File: src/rtl/data_memory_pkg.sv
// data_memory_pkg: shared encodings and default widths for the data memory subsystem
package data_memory_pkg;
   localparam int DEF_ADDR_W = 8;
   localparam int DEF_DATA_W = 8;
   localparam int DEF_BANK_W = 2;
   typedef enum logic {IDLE, STALL} state_t;
   typedef enum logic [1:0] {OWN_NONE, OWN_CPU, OWN_HOST} owner_t;
endpackage

File: src/rtl/host_wait_counter.sv
// host_wait_counter: saturating count of host denials with a stall-threshold flag
module host_wait_counter #(
   parameter int MAX_WAIT = 4
) (
   input  logic clk,
   input  logic rst_n,
   input  logic inc,
   input  logic clr,
   output logic at_max
);
   localparam int CW = $clog2(MAX_WAIT + 1);
   logic [CW-1:0] cnt;
   // count consecutive denials, saturating so a dropped clear can never wrap
   always_ff @(posedge clk)
      if (!rst_n || clr) cnt <= '0;
      else if (inc && cnt != CW'(MAX_WAIT)) cnt <= cnt + 1'b1;
   assign at_max = cnt == CW'(MAX_WAIT - 1);
endmodule

File: src/rtl/data_memory_arbiter.sv
// data_memory_arbiter: CPU-priority data memory arbiter with starvation-bounded host port
module data_memory_arbiter
   import data_memory_pkg::*;
#(
   parameter int ADDR_W   = DEF_ADDR_W,
   parameter int DATA_W   = DEF_DATA_W,
   parameter int BANK_W   = DEF_BANK_W,
   parameter int MAX_WAIT = 4
) (
   input  logic              clk,
   input  logic              rst_n,
   input  logic              in_cpu_addr_wr_en,
   input  logic              in_cpu_rd_en,
   input  logic              in_cpu_wr_en,
   input  logic [DATA_W-1:0] in_cpu_bus,
   input  logic [BANK_W-1:0] in_cpu_bank,
   output logic [DATA_W-1:0] out_cpu_rdata,
   output logic              out_cpu_stall,
   input  logic              in_host_req,
   input  logic              in_host_we,
   input  logic [BANK_W-1:0] in_host_bank,
   input  logic [ADDR_W-1:0] in_host_addr,
   input  logic [DATA_W-1:0] in_host_wdata,
   output logic              out_host_gnt,
   output logic [DATA_W-1:0] out_host_rdata,
   output logic              out_host_rvalid,
   output logic [BANK_W-1:0] out_mem_bank,
   output logic [ADDR_W-1:0] out_mem_addr,
   output logic [DATA_W-1:0] out_mem_wdata,
   output logic              out_mem_we,
   output logic              out_mem_re,
   input  logic [DATA_W-1:0] in_mem_rdata
);
   state_t            state_q;
   owner_t            owner_q, owner_d;
   logic [ADDR_W-1:0] cpu_addr_q;
   logic [DATA_W-1:0] cpu_rdata_q, host_rdata_q;
   logic              cpu_act, gnt, deny, at_max;

   // CPU wins in IDLE; the host gets every slot the CPU leaves and the whole STALL slot
   always_comb begin
      cpu_act       = rst_n && state_q == IDLE && (in_cpu_rd_en || in_cpu_wr_en);
      gnt           = rst_n && in_host_req && !cpu_act;
      deny          = rst_n && in_host_req && !gnt;
      out_mem_bank  = cpu_act ? in_cpu_bank : gnt ? in_host_bank : '0;
      out_mem_addr  = cpu_act ? cpu_addr_q : gnt ? in_host_addr : '0;
      out_mem_wdata = cpu_act ? in_cpu_bus : gnt ? in_host_wdata : '0;
      out_mem_we    = cpu_act ? in_cpu_wr_en : gnt && in_host_we;
      out_mem_re    = cpu_act ? !in_cpu_wr_en : gnt && !in_host_we;
      owner_d       = !out_mem_re ? OWN_NONE : cpu_act ? OWN_CPU : OWN_HOST;
   end

   host_wait_counter #(.MAX_WAIT(MAX_WAIT)) u_wait (
      .clk    (clk),
      .rst_n  (rst_n),
      .inc    (deny),
      .clr    (!deny),
      .at_max (at_max)
   );

   // STALL lasts exactly one cycle, entered on the denial that hits the threshold
   always_ff @(posedge clk)
      if (!rst_n) state_q <= IDLE;
      else state_q <= (state_q == IDLE && deny && at_max) ? STALL : IDLE;

   // address latch, read-owner tag and held read results
   always_ff @(posedge clk)
      if (!rst_n) begin
         cpu_addr_q   <= '0;
         owner_q      <= OWN_NONE;
         cpu_rdata_q  <= '0;
         host_rdata_q <= '0;
      end else begin
         if (state_q == IDLE && in_cpu_addr_wr_en) cpu_addr_q <= in_cpu_bus[ADDR_W-1:0];
         owner_q <= owner_d;
         if (owner_q == OWN_CPU) cpu_rdata_q <= in_mem_rdata;
         if (owner_q == OWN_HOST) host_rdata_q <= in_mem_rdata;
      end

   assign out_host_gnt    = gnt;
   assign out_cpu_stall   = rst_n && state_q == STALL;
   assign out_host_rvalid = rst_n && owner_q == OWN_HOST;
   assign out_cpu_rdata   = !rst_n ? '0 : owner_q == OWN_CPU ? in_mem_rdata : cpu_rdata_q;
   assign out_host_rdata  = !rst_n ? '0 : owner_q == OWN_HOST ? in_mem_rdata : host_rdata_q;
endmodule
File: config.mk
export PLATFORM = sky130hd
export DESIGN_NAME = data_memory_arbiter
export DESIGN_NICKNAME = d
export VERILOG_FILES = /design/src/rtl/data_memory_pkg.sv /design/src/rtl/host_wait_counter.sv /design/src/rtl/data_memory_arbiter.sv
export SDC_FILE = /design/constraint.sdc
export NUM_CORES = 1
export LEC_CHECK = 0
export CAP_MARGIN = 10
export CELL_PAD_IN_SITES_DETAIL_PLACEMENT = 1
export CELL_PAD_IN_SITES_GLOBAL_PLACEMENT = 2
export CORE_ASPECT_RATIO = 0.75
export CORE_MARGIN = 1.5
export CORE_UTILIZATION = 19
export CTS_CLUSTER_SIZE = 12
export DETAILED_ROUTE_END_ITERATION = 12
export PLACE_DENSITY = 0.87
export SLEW_MARGIN = 10
export SYNTH_ARGS = -nofsm -noshare
export SYNTH_HDL_FRONTEND = slang
export SYNTH_SLANG_ARGS = --single-unit
export TNS_END_PERCENT = 50
File: constraint.sdc
create_clock -name clk -period 1.3 [get_ports clk]
set_input_delay 0.13 -clock clk [delete_from_list [all_inputs] [get_ports clk]]
set_output_delay 0.13 -clock clk [all_outputs]
set_load 0.02 [all_outputs]
# After elaboration in Yosys (flattened, before gate mapping)
# Cells that the tools add are included.
[word_totals] output_inout_bits=39 word_cells=48 in_bits=43 regBits=30
[classes] n_addsub=1 reduce_logical=22 muxes=14 eq_ne=4 bitwise_logic=1
[op_table] cell="$mux 8" n=8
[op_table] cell="$logic_and 1x1->1" n=13
[op_table] cell="$logic_not 1->1" n=6
[op_table] cell="$mux 2" n=3
[op_table] cell="$add 3x1->3 const B" n=1
[op_table] cell="$eq 3x2->1 const B" n=1
[op_table] cell="$mux 1" n=3
[op_table] cell="$ne 3x3->1 const B" n=1
[op_table] cell="$eq 2x1->1 const B" n=1
[op_table] cell="$eq 2x2->1 const B" n=1
[op_table] cell="$logic_or 1x1->1" n=2
[op_table] cell="$reduce_and 2->1" n=1
[op_table] cell="$not 1->1" n=1

# Logic depth before layout (Yosys ltp)
[logic_depth] ltp_word=10 ltp_mapped=5 depth_no_buf=5

# Cells and area by module
# A second synthesis with hierarchy kept.
[hier_totals] hier_cells=149 area_unflattened_um2=1480.2
[by_module_without_submodules] module="data_memory_arbiter" area_each_um2=1298.7 cells_per_inst=130 n_inst=1 seq_area_each_um2=540.5
[by_module_without_submodules] module="host_wait_counter" area_each_um2=181.4 cells_per_inst=19 n_inst=1 seq_area_each_um2=60.1

# Worst setup path before layout
# OpenSTA, ideal clock, no wires.
[synth_timing] path_kind="register -> register" from="register owner_q[1]" to="register host_rdata_q[0]" slack_ns=-0.053 path_stages_with_launch=5 path_buffers=1 setup_ns=0.182 arrival_time_ns=1.171 path_cell_list="dfxtp_1 > nor2b_1 > buf_2 > nand2_1 > a21boi_0"
[synth_between] elab_chain_len=3
[synth_lines] element="start: declaration" line="data_memory_arbiter.sv:35" rtl="owner_t owner_q, owner_d;"
[synth_lines] element="start signal: assignment" line="data_memory_arbiter.sv:75" rtl="owner_q <= owner_d;"
[synth_lines] element="$eq 2x2->1"
[synth_lines] element="$mux 8 (2 in series)"
[synth_lines] element="via out_host_rdata[0]" line="data_memory_arbiter.sv:25" rtl="output logic [DATA_W-1:0] out_host_rdata,"
[synth_lines] element="end signal: assignment" line="data_memory_arbiter.sv:77" rtl="if (owner_q == OWN_HOST) host_rdata_q <= in_mem_rdata;"
[synth_lines] element="end: declaration" line="data_memory_arbiter.sv:37" rtl="logic [DATA_W-1:0] cpu_rdata_q, host_rdata_q;"
# The timed path passes the listed nets, and every way through them passes these cells.
# A chain may end at the register's enable or synchronous reset.

# Worst setup path after layout
[layout_timing] from="register state_q" to="output out_mem_wdata[1]"
[layout_between] elab_chain_len=7
[layout_lines] element="start: declaration" line="data_memory_arbiter.sv:34" rtl="state_t state_q;"
[layout_lines] element="start signal: assignment" line="data_memory_arbiter.sv:64" rtl="else state_q <= (state_q == IDLE && deny && at_max) ? STALL : IDLE;"
[layout_lines] element="$not 1->1 *" line="data_memory_arbiter.sv:42" rtl="cpu_act = rst_n && state_q == IDLE && (in_cpu_rd_en || in_cpu_wr_en);"
[layout_lines] element="$logic_and 1x1->1 * (2 in series)" line="data_memory_arbiter.sv:42"
[layout_lines] element="$logic_not 1->1" line="data_memory_arbiter.sv:43" rtl="gnt = rst_n && in_host_req && !cpu_act;"
[layout_lines] element="$logic_and 1x1->1" line="data_memory_arbiter.sv:43"
[layout_lines] element="$mux 8" line="data_memory_arbiter.sv:47" rtl="out_mem_wdata = cpu_act ? in_cpu_bus : gnt ? in_host_wdata : '0;"
[layout_lines] element="$mux 8 *" line="data_memory_arbiter.sv:47"
[layout_lines] element="end: declaration" line="data_memory_arbiter.sv:29" rtl="output logic [DATA_W-1:0] out_mem_wdata,"
# Every way passes the cells marked *; elsewhere a longest branch is shown, timed or not.

==> flow_summary.toml <==
[floorplanning]
rows = 27
core-area_mm2 = 0.00736
start_util_pct = 19.7
fp.dieW_um = 104
die_area_mm2 = 0.00816
io_pins = 82
chipHeight_um = 78.6

[clock_tree]
cts_buffers = 5
cts_max_level = 2
clk_latency_ps = 280
clock_sinks = 30
cts_tree = "yes"
path_clk_slew_ps = 60
cts_hold_buf = 0
cts_buffer_depth = 2
cts-root-buf = "clkbuf_8"

[yosys]
synth_area_mm2 = 0.00145
syn_avg_cell_area_um2 = 10.1
ys_seq_area_share_pct = 41.5
ys_ff_latch = 30
yosysUniqueCellTypes = 26
ys_warn_count = 0
syn_nets = 190
netlist_instances = 144

[placed_design]
gp_congestion = 0.721
port_buffers = 81
dpl_cell_area_mm2 = 0.00246
dp_hpwl_mm = 3.54
pre_cts_slack_ps = -811

[power_and_ir_drop]
p_per_area_mw_per_mm2 = 1030
p_leak_nw = 1.18
power_mw = 2.64
irDropWorstVdd_mv = 0.381

[layout]
drive_gt1_share_pct = 38.5
design_area_mm2 = 0.00257
seqCellArea_um2 = 606
n_antenna_cell = 0
fill_cells = 875
final_common_cell = "clkdlybuf4s50_1"
layout_common_cells = "39 x clkdlybuf4s50_1, 30 x buf_4, 26 x dfxtp_1, 19 x a22o_1, 19 x buf_2"
fin_nets = 289
area_delta_synth_final_pct = 77.5
multi_input_area_um2 = 827

[min_path]
hold_depth = 3
hold_class = "in2reg"

[worst_setup_path]
worst-setup-path-type = "reg2out"
path_max_fanout = 21
crit_required_ps = 1170
end_kind = "primary output"
critPathArrivalTime_ps = 1440
start_kind = "register"
ff2ff_path_depth = 5

[sta]
maxSlewHeadroom_pct = 87.1
finalClockSkew_ps = 5.97
fin_ws_ps = -271
finalCritPeriodShare_pct = 121
whs_ps = 362
drv_slew = 0
timing.fmax_mhz = 636
report.final.hold_viol_count = 0
tightest_slew_ps = 193
layout_min_cycle_time_ps = 1570
rsz0062_at_grt = "yes"
setup_viol = 38

[route]
first_pass_iters = 4
wl_per_cell_um = 13.5
via_per_inst = 4.10
topRoutingLayerUsed = "met4"
wl_met3_um = 268
drt_iter0_drc = 15
wl_met1_mm = 2.10
wl_met2_mm = 2.26
ant_nets = 0
routed_wl_mm = 4.66
drc = 0
via_count = 1415

[outcome]
violations = "setup timing"
outcome = "finished with violations"

[global_route]
antenna_found_initial = 0
grt_pass1_vias = 1482
grt_overflow = 0
track_usage_pct = 11.5
grt_max_degree = 22
grt_pass1_wl_mm = 7.36

[run]
drv_cap = 0
[layer usage]
metal,global-route usage [%],vias up
li1,-,696
met1,14.2,679
met2,18.9,34
met3,4.57,6
met4,2.22,0
met5,0,-
[state kept, by name, summed over array words and instances (netlist names)]
name	flops
cpu_addr_q	8
cpu_rdata_q	8
host_rdata_q	8
u_wait.cnt	3
owner_q	2
state_q	1
[path summary, 6_finish.rpt]
kind / startpoint / to / slack (ps)
setup / recovery: state_q / out_mem_wdata[1] / -270
hold / removal: in_cpu_wr_en / owner_q[0] / 360
setup reg to reg: u_wait.cnt[1] / u_wait.cnt[1] / 80
hold reg to reg: host_rdata_q[3] / host_rdata_q[3] / 470
[cells by family after synthesis]
kind of cell | share of synthesized area [%]
and+or+nand+nor | 18.9
xor gates and xnor gates | 0.605
buffers and inverters | 6.99
muxes | 11.8
DFF | 41.5
adders and majority gates | 2.59
AOI/OAI and AO/OA | 17.6
[worst max-delay path: stages, from the launching register on]
cell and delay (ps):
dfxtp_2 350, o211a_4 270, buf_12 150, a22o_1 240, buf_2 160
[per-stage QoR]
step                util [%]  std cells  TNS [ps]
floorplan                  -        144         0
global placement        33.4        333    -25640
detailed placement      33.4        333    -27660
CTS                     34.5        344     -8820
global route            34.9        345    -10200
finish                  34.9        345     -7490
[timing repair]
| item | CTS | global route |
|---|---|---|
| hold endpoints to repair | 0 | 0 |
| endpoints found under the setup margin | 39 | 39 |
| resized for setup | 195 | 12 |
| cloned | 2 | 0 |
| pin swaps | 0 | 0 |
| buffers inserted | 1 | 2 |
[where the power goes]
part	leakage, nW	total (mW)	internal [mW]	switching (mW)
clock	0.0714	1.18	0.818	0.363
sequential	0.246	0.970	0.954	0.0163
combinational	0.862	0.491	0.277	0.213
total	1.18	2.64	2.05	0.593
[area by class of cell]
type	instances	share of cell area (%)
Clock inverter	2	2.33
Timing Repair Buffer	101	33.3
Sequential cell	30	23.5
Inverter	4	0.584
Clock buffer	6	3.21
Tap cell	101	4.91
Multi-Input combinational cell	101	32.1
[synth_stat cells]
cell type   n  area [um^2]
and2b_4     1         10.0
nor3b_1     1         7.51
nor2_1      1         3.75
a21boi_2    1         11.3
and3_2      2         15.0
and3_1      2         12.5
xnor2_1     1         8.76
mux2i_1    16          160
nand2_1    18         67.6
buf_4       1         7.51
a22o_1     19          166
clkbuf_1    2         7.51
nor2b_4     1         13.8
buf_6       5         56.3
buf_2       3         15.0
inv_1       4         15.0
dfxtp_1    30          601
and2_1      3         18.8
o211a_4     1         17.5
mux2_2      1         11.3
a21o_1      1         7.51
nand2b_1    2         12.5
ha_1        3         37.5
a21boi_1    2         15.0
a21boi_0    5         37.5
nor2b_1    18          113
(Power assumes the default switching activity.)
